### src/rtl/seg7_bcd_display.sv
// Binary to BCD converter (shift-add-3) driving NUM_DIGITS active-low 7-segment digits.
// Build option SEG7_BLINK_EN adds the per-digit blink counter; without it blink_mask is unused.
//
// state   | meaning
// --------+---------------------------------------------------------------
// S_IDLE  | ready high; load captures value and starts a conversion
// S_CONV  | one shift-add-3 step per cycle for BIN_W cycles
// S_COMMIT| copy low NUM_DIGITS digits to display, latch overflow flag
module seg7_bcd_display #(
    parameter int NUM_DIGITS = 6,
    parameter int BIN_W      = 16,
    parameter int BLINK_DIV  = 25_000_000
) (
    input  logic                    clk,
    input  logic                    rst_n,
    input  logic                    load,
    input  logic [BIN_W-1:0]        value,
    output logic                    ready,
    input  logic                    blank_lz,
    input  logic [3:0]              dp_pos,
    input  logic [NUM_DIGITS-1:0]   blink_mask,
    output logic                    ovf,
    output logic [8*NUM_DIGITS-1:0] hex_out
);

    localparam int ACC_W = 4 * (NUM_DIGITS + 1);
    localparam int CNT_W = $clog2(BIN_W + 1);

    typedef enum logic [1:0] {
        S_IDLE,
        S_CONV,
        S_COMMIT
    } state_t;

    state_t                    state_q, state_d;
    logic [BIN_W-1:0]          bin_q, bin_d;
    logic [ACC_W-1:0]          acc_q, acc_d;
    logic [CNT_W-1:0]          cnt_q, cnt_d;
    logic                      sticky_q, sticky_d;
    logic [4*NUM_DIGITS-1:0]   bcd_q, bcd_d;
    logic                      ovf_q, ovf_d;
    logic [8*NUM_DIGITS-1:0]   hex_q, hex_d;
    logic [ACC_W-1:0]          acc_adj;
    logic [ACC_W-1:0]          acc_shift;
    logic                      phase;

    function automatic logic [7:0] seg_encode(input logic [3:0] d);
        logic [7:0] s;
        case (d)
            4'd0:    s = 8'hC0;
            4'd1:    s = 8'hF9;
            4'd2:    s = 8'hA4;
            4'd3:    s = 8'hB0;
            4'd4:    s = 8'h99;
            4'd5:    s = 8'h92;
            4'd6:    s = 8'h82;
            4'd7:    s = 8'hF8;
            4'd8:    s = 8'h80;
            4'd9:    s = 8'h90;
            default: s = 8'hFF;
        endcase
        return s;
    endfunction

    always_comb begin
        acc_adj = acc_q;
        for (int i = 0; i < NUM_DIGITS + 1; i++) begin
            if (acc_q[4*i +: 4] >= 4'd5) begin
                acc_adj[4*i +: 4] = acc_q[4*i +: 4] + 4'd3;
            end
        end
        acc_shift = {acc_adj[ACC_W-2:0], bin_q[BIN_W-1]};
    end

    always_comb begin
        state_d  = state_q;
        bin_d    = bin_q;
        acc_d    = acc_q;
        cnt_d    = cnt_q;
        sticky_d = sticky_q;
        bcd_d    = bcd_q;
        ovf_d    = ovf_q;
        case (state_q)
            S_IDLE: begin
                if (load) begin
                    bin_d    = value;
                    acc_d    = '0;
                    cnt_d    = CNT_W'(BIN_W);
                    sticky_d = 1'b0;
                    state_d  = S_CONV;
                end
            end
            S_CONV: begin
                acc_d = acc_shift;
                bin_d = bin_q << 1;
                cnt_d = cnt_q - CNT_W'(1);
                // Once the running prefix needs the spare digit it can only grow, so
                // remember it: wide inputs can later push bits off the top entirely.
                if (acc_adj[ACC_W-1] || (acc_shift[ACC_W-1 -: 4] != 4'd0)) begin
                    sticky_d = 1'b1;
                end
                if (cnt_q == CNT_W'(1)) begin
                    state_d = S_COMMIT;
                end
            end
            S_COMMIT: begin
                bcd_d   = acc_q[4*NUM_DIGITS-1:0];
                ovf_d   = sticky_q || (acc_q[ACC_W-1 -: 4] != 4'd0);
                state_d = S_IDLE;
            end
            default: begin
                state_d = S_IDLE;
            end
        endcase
    end

    always_ff @(posedge clk or negedge rst_n) begin
        if (!rst_n) begin
            state_q  <= S_IDLE;
            bin_q    <= '0;
            acc_q    <= '0;
            cnt_q    <= '0;
            sticky_q <= 1'b0;
            bcd_q    <= '0;
            ovf_q    <= 1'b0;
        end else begin
            state_q  <= state_d;
            bin_q    <= bin_d;
            acc_q    <= acc_d;
            cnt_q    <= cnt_d;
            sticky_q <= sticky_d;
            bcd_q    <= bcd_d;
            ovf_q    <= ovf_d;
        end
    end

`ifdef SEG7_BLINK_EN
    localparam int BC_W = $clog2(BLINK_DIV);

    logic [BC_W-1:0] blink_cnt_q, blink_cnt_d;
    logic            phase_q, phase_d;

    always_comb begin
        blink_cnt_d = blink_cnt_q + BC_W'(1);
        phase_d     = phase_q;
        if (blink_cnt_q == BC_W'(BLINK_DIV - 1)) begin
            blink_cnt_d = '0;
            phase_d     = ~phase_q;
        end
    end

    always_ff @(posedge clk or negedge rst_n) begin
        if (!rst_n) begin
            blink_cnt_q <= '0;
            phase_q     <= 1'b0;
        end else begin
            blink_cnt_q <= blink_cnt_d;
            phase_q     <= phase_d;
        end
    end

    assign phase = phase_q;
`else
    localparam int unused_blink_div = BLINK_DIV;
    logic unused_blink_mask;
    assign unused_blink_mask = ^blink_mask;
    assign phase = 1'b0;
`endif

    always_comb begin
        logic [3:0] digit;
        logic [7:0] seg;
        logic       zero_run;
        logic       dp_valid;
        hex_d    = '1;
        digit    = 4'd0;
        seg      = 8'hFF;
        zero_run = 1'b1;
        dp_valid = (int'(dp_pos) < NUM_DIGITS);
        // Walk from the most significant digit so zero_run means "this and all above are 0".
        for (int i = NUM_DIGITS - 1; i >= 0; i--) begin
            digit    = bcd_q[4*i +: 4];
            zero_run = zero_run && (digit == 4'd0);
            seg      = seg_encode(digit);
            if (dp_valid && (int'(dp_pos) == i)) begin
                seg[7] = 1'b0;
            end
            if (blank_lz && zero_run && (i != 0) && (!dp_valid || (i > int'(dp_pos)))) begin
                seg = 8'hFF;
            end
            if (ovf_q) begin
                seg = 8'hBF;
            end
            if (phase && blink_mask[i]) begin
                seg = 8'hFF;
            end
            hex_d[8*i +: 8] = seg;
        end
    end

    always_ff @(posedge clk or negedge rst_n) begin
        if (!rst_n) begin
            hex_q <= '1;
        end else begin
            hex_q <= hex_d;
        end
    end

    assign ready   = (state_q == S_IDLE);
    assign ovf     = ovf_q;
    assign hex_out = hex_q;

endmodule
### config.mk
export PLATFORM = sky130hd
export DESIGN_NAME = seg7_bcd_display
export DESIGN_NICKNAME = d
export VERILOG_FILES = /design/src/rtl/seg7_bcd_display.sv
export SDC_FILE = /design/constraint.sdc
export NUM_CORES = 1
export LEC_CHECK = 0
export ABC_AREA = 1
export ABC_CLOCK_PERIOD_IN_PS = 3900
export CORE_MARGIN = 2
export CORE_UTILIZATION = 50
export CTS_BUF_LIST = sky130_fd_sc_hd__clkbuf_8
export DETAILED_ROUTE_END_ITERATION = 8
export PLACE_DENSITY = 0.73
export SKIP_LAST_GASP = 1
export SYNTH_ARGS = -nofsm -noshare
export SYNTH_HDL_FRONTEND = slang
export SYNTH_SLANG_ARGS = --single-unit
### constraint.sdc
create_clock -name clk -period 3.9 [get_ports clk]
set_clock_uncertainty 0.1 [all_clocks]
set_input_delay 0.39 -clock clk [delete_from_list [all_inputs] [get_ports clk]]
set_output_delay 0.39 -clock clk [all_outputs]
set_load 0.02 [all_outputs]
== Word level (Yosys, flattened, before mapping) ==
Memory sizes are Yosys's and may differ from the RTL's.
Index checks and enable logic that the tools add are counted.

* Bits in registers: 125
* Bits in read-only memories: 672
* Logic and storage cells: 123
* Memories kept: 6

{| class="wikitable"
|+ Memories
! name !! words !! bits a word !! rd ports !! clocked after memory_dff !! write ports !! line !! RTL
|-
| (no name shown) || 16 || 7 || 1 || 0 || 0 || 49 || <nowiki>case (d)</nowiki>
|-
| (no name shown) || 16 || 7 || 1 || 0 || 0 || 49 ||
|-
| (no name shown) || 16 || 7 || 1 || 0 || 0 || 49 ||
|-
| (no name shown) || 16 || 7 || 1 || 0 || 0 || 49 ||
|-
| (no name shown) || 16 || 7 || 1 || 0 || 0 || 49 ||
|-
| (no name shown) || 16 || 7 || 1 || 0 || 0 || 49 ||
|}

* Add/subtract/negate cells: 8
* Order comparisons: 13
* Equality and inequality tests: 11
* Multiplexer cells: 36
* Reduce and logical (&&, ||, !) cells: 41

{| class="wikitable"
|+ Operator list
! cell !! count
|-
| 8-bit two-way mux || 11
|-
| 28-bit case mux with 2 select lines || 1
|-
| 16-bit case mux with 2 select lines || 1
|-
| 4-bit by 2-bit adder with 4-bit output (second input constant) || 7
|-
| 4-bit by 3-bit >= comparator with 1-bit output (second input constant) || 7
|-
| 28-bit two-way mux || 1
|-
| 4-bit two-way mux || 7
|-
| 4-bit logical NOT || 6
|-
| 1-bit logical AND || 20
|-
| 16-bit two-way mux || 1
|-
| 5-bit case mux with 2 select lines || 1
|-
| 4-bit by 3-bit equality test with 1-bit output (second input constant) || 2
|-
| 4-bit equality test (second input constant) || 2
|-
| 2-bit by 4-bit greater-than comparator with 1-bit output (first input constant) || 2
|-
| 3-bit by 4-bit greater-than comparator with 1-bit output (first input constant) || 2
|-
| 1-bit two-way mux || 8
|-
| 4-bit nonzero test || 2
|-
| 1-bit logical OR || 7
|-
| 2-bit inequality test (second input constant) || 3
|-
| 5-bit by 1-bit equality test with 1-bit output (second input constant) || 1
|-
| 5-bit two-way mux || 1
|-
| 5-bit by 1-bit subtractor with 5-bit output (second input constant) || 1
|-
| 4-bit by 2-bit equality test with 1-bit output (second input constant) || 1
|-
| 1-bit by 4-bit greater-than comparator with 1-bit output (first input constant) || 1
|-
| 11 further kinds || 13
|}

== Longest topological paths before layout ==
* Depth in word-level cells: 9
* Mapped depth: 12
* Mapped depth without buffers: 12

== Worst setup path before layout ==
OpenSTA, ideal clock, no wires.

* Path kind: reg2reg
* From: register acc_q[20]
* To: register sticky_q
* Setup time: 0.116 ns
* Data arrival time: 1.285 ns
* Required time: 3.684 ns
* Path slack: 2.399 ns
* Stages on the path, launching flop included: 10
* Period minus slack after synthesis: 1.501 ns
* Cell sequence: dfrtp_1 -> inv_1 -> ha_1 -> inv_1 -> o21ai_0 -> nor2_1 -> nor2_1 -> nand3_1 -> nand2_1 -> nand2_1

* Longest elaborated chain between the ends: 6
* Elaborated cells between the ends (all ways): 7
* Classes of those cells: 1 x add/sub; 1 x order compare; 1 x eq/ne; 1 x mux; 3 x reduce/logical

{| class="wikitable"
|+ Ends and longest elaborated chain
! what !! line !! RTL
|-
| from (decl) || 37 || <nowiki>logic [ACC_W-1:0] acc_q, acc_d;</nowiki>
|-
| from (signal assigned) || 121 || <nowiki>acc_q <= '0;</nowiki>
|-
| from (signal assigned) || 129 || <nowiki>acc_q <= acc_d;</nowiki>
|-
| 4-bit by 2-bit adder with 4-bit output or 4-bit by 3-bit >= comparator with 1-bit output (tied branches) || 69, 68 ||
|-
| 4-bit two-way mux * || 68 || <nowiki>if (acc_q[4*i +: 4] >= 4'd5) begin</nowiki>
|-
| 4-bit nonzero test * || 99 || <nowiki>if (acc_adj[ACC_W-1] || (acc_shift[ACC_W-1 -: 4] != 4'd0)) begin</nowiki>
|-
| 1-bit logical OR * || 99 ||
|-
| 2-bit inequality test (no source line) * || -- ||
|-
| 3-bit AND reduction (no source line) * || -- ||
|-
| to (signal assigned) || 131 || <nowiki>sticky_q <= sticky_d;</nowiki>
|-
| to (decl) || 39 || <nowiki>logic sticky_q, sticky_d;</nowiki>
|}

Every way passes the cells marked *; elsewhere a longest branch is shown, timed or not.
A chain may end at the register's enable or synchronous reset.

== Final worst setup path ==
* From: register ovf_q (netlist: ovf)
* To: output ovf

{| class="wikitable"
|+ RTL lines
! what !! line !! RTL
|-
| from (decl) || 41 || <nowiki>logic ovf_q, ovf_d;</nowiki>
|-
| from (signal assigned) || 133 || <nowiki>ovf_q <= ovf_d;</nowiki>
|-
| to (decl) || 22 || <nowiki>output logic ovf,</nowiki>
|}

No word-level cell between the ends.

==> parameters.txt <==
Parameter                              Value

Clocking
  Number of setup buffers added after CTS    0
  Clock slew at the register clock pins of the worst setup and hold paths    about 70 ps
  Number of buffers added by the clock tree synthesis step    17
  CTS tree    built
  Number of buffers inserted for hold repair after clock tree synthesis    0
  Clk sink count    about 130
  PostCTS Resize Cnt    0
  Clock network latency to the later pin of the worst-skew pair    roughly 430 ps
  Largest buffer count on any clock path    2
  CTS H-tree lvls    4
  Clock tree root buffer cell    sky130_fd_sc_hd__clkbuf_8

Place
  Placed wire-length estimate after detailed placement    about 8.5 mm
  Final Wtd Congestion    around 0.90
  Total placed cells including tap cells    918
  Buffers added on ports    73

Global routing
  First-pass GRT wire length    approximately 21 mm
  Via count of the first global-routing pass    approximately 4800
  Total congestion overflow    0
  GR Util All Layers    19.6%
  Initial antenna violation count    0
  Maximum number of pins on one net before global-route repair    78

STA
  Number of max-slew violations in the final report    0
  Worst hold slack    -14.4 ps
  Peak clock frequency supported by timing    roughly 400 MHz
  Total setup violations reported at the end of the flow    0
  Final worst path period share    roughly 63%
  RSZ-0062 raised after global routing    no
  Final TNS setup    0 ps
  Final Critical Period    2450 ps
  Max-slew headroom at the worst pin    38.2%
  Worst Tran Pin Value    927 ps
  Final Hold Fails    11

Setup path
  CP Cell Sequence    clkdlybuf4s50_1
  Crit path launch type    flop
  Crit-path leading delay family    flip-flops
  Critical path depth    1
  Maximum fanout along the worst path    14
  Arrival time of the worst setup path    1960 ps
  Slowest cell on crit path    sky130_fd_sc_hd__dfrtp_1
  Launching element of the worst setup path    ovf
  R2r startpoint    state_q[1]
  Cell depth of the worst flop-to-flop path    4
  Data required time at the worst endpoint    around 3400 ps
  CP peak stage delay    790 ps
  Classification of the worst setup path    flop to primary output
  Total buffers and inverters traversed by the critical path    1
  Type of element capturing the critical path    primary output

Yosys
  Warning count from the yosys run    0
  Mean area per synthesized cell    slightly above 9 um2
  Cell area after synthesis    around 0.0063 mm2
  Number of synthesized register bits    approximately 130
  Number of distinct standard cells referenced by the synthesized netlist    36
  Area share of the largest cell type after synthesis    between 30 and 40%
  Portion of the post-synthesis area used by sequential elements    50.7%
  Area leader, netlist    sky130_fd_sc_hd__dfrtp_1
  Synthesized instance count    around 700
  Dominant cells by area after synthesis    sky130_fd_sc_hd__dfrtp_1 31%, sky130_fd_sc_hd__dfstp_2 20%, sky130_fd_sc_hd__ha_1 8.4%
  Syn Nets    between 700 and 800

Drt
  Routed wire per std cell    roughly 13 um
  Antenna violation net count after detailed routing    0
  Routed wire length    about 12 mm
  Drt initial violations    around 290
  Via count    a little under 5000
  Detailed Routing Iterations Pass 1    5
  Post-route DRC    0
  Number of vias per cell after detailed routing    5.12

Status
  Failing checks    hold timing
  Result of the run    finished, violations left

Final layout
  Share of post-route cells with drive strength above 1    between 15 and 20%
  Number of antenna diodes    0
  Count of placed standard cells in the final layout, fillers left out    950
  Number of nets at the end of the flow    between 800 and 900
  Area growth from synthesis to final layout    20.1%

Floorplan
  Die Outline Area    between 0.01 and 0.015 mm2
  Die width    about 120 um
  Starting Density    just over 50%
  Core box area    0.0122 mm2
  I/O pins    80
  Height of the die    between 100 and 150 um
  Row cnt    40

Power
  Power per unit of standard cell area    787 mW/mm2
  Peak supply drop    approximately 0.38 mV
  Static Leak    approximately 0.0035 uW

Min path
  Type of the worst min-delay path    input pin to async pin

Run
  Number of maximum-capacitance violations    0
[worst register-to-register path, cell delays in order (launching register included)]
cell	delay (ps)
sky130_fd_sc_hd__dfrtp_1	440
sky130_fd_sc_hd__nor2_4	660
sky130_fd_sc_hd__nor2_4	190
sky130_fd_sc_hd__inv_4	400
sky130_fd_sc_hd__o21ai_0	170
[power breakdown]
| group | total, uW | switching (uW) | internal (uW) |
|---|---|---|---|
| combinational | 2590 | 1580 | 1010 |
| clock | 1130 | 476 | 651 |
| sequential | 2220 | 383 | 1840 |
| total | 5940 | 2440 | 3500 |
[cells in the mapped netlist (all sizes together)]
cell,number
nand2,140
o21ai,99
inv,91
dfrtp,77
nand3,49
dfstp,48
ha,42
nor2,36
a21oi,34
o211ai,15
buf,10
o22ai,10
or2,9
clkbuf,6
a22oi,5
nand4,5
xor2,5
a31oi,2
nand3b,2
o21a,2
a32o,1
nor3,1
nor3b,1
[cells in the final DEF (no fill, tap or decap), drive strengths merged, types with 26 or more instances in the layout]
cell type and n:
inv 92, nand3 49, ha 42, clkbuf 26, a21oi 34, nand2 140
dfstp 48, clkdlybuf4s50 72, nor2 36, o21ai 99, dfrtp 77
[path summary, 6_finish.rpt]
kind	endpoint	slack, ps
min reg2reg	cnt_q[4]	370
max	ovf	1450
min in group clk	cnt_q[4]	370
max in group asynchronous	hex_out[23]	2750
min	bin_q[5]	-10
max reg2reg	acc_q[2]	1790
[per-stage QoR]
stage | total power (uW) | util (%) | worst slack [ps] | area, um2
floorplan | 4130 | - | 2400 | 6290
global placement | 4680 | 58.7 | 1810 | 7140
detailed placement | 4840 | 58.7 | 1780 | 7140
CTS | 5980 | 62.1 | 1420 | 7550
global route | 6490 | 62.1 | 1380 | 7550
finish | 5940 | 62.1 | 1450 | 7550
[layout make-up]
type | instances | area [um2]
fill | 1015 | 4610
sequential | 125 | 3190
multi-input combinational | 458 | 2650
timing repair buffer | 76 | 751
clock buffer | 26 | 358
inverter | 91 | 347
tap | 168 | 210
clock inverter | 6 | 53.8
[routing by layer]
layer / up-vias / routed length [um] / GRT usage, %
met1: 2291 / 5210 / 24.2
met3: 18 / 480 / 4.62
met2: 116 / 6200 / 33.4
met4: 0 / 205 / 7.62
met5: - / 0 / 0
li1: 2436 / - / -
[state kept, by name, summed over array words and instances (netlist names)]
signal	cells
bcd_q	24
hex_out	48
acc_q	28
cnt_q	5
ovf	1
sticky_q	1
bin_q	16
state_q	2
[cell families after synthesis]
group | share of synthesized area, %
AO/OA/AOI/OAI | 15.8
XOR/XNOR | 0.696
flip-flops | 50.7
adder cells (fa/ha/maj) | 8.36
AND/OR/NAND/NOR | 17.3
buffers and inverters | 7.20
Note: power is estimated with default switching activity, not from simulation.
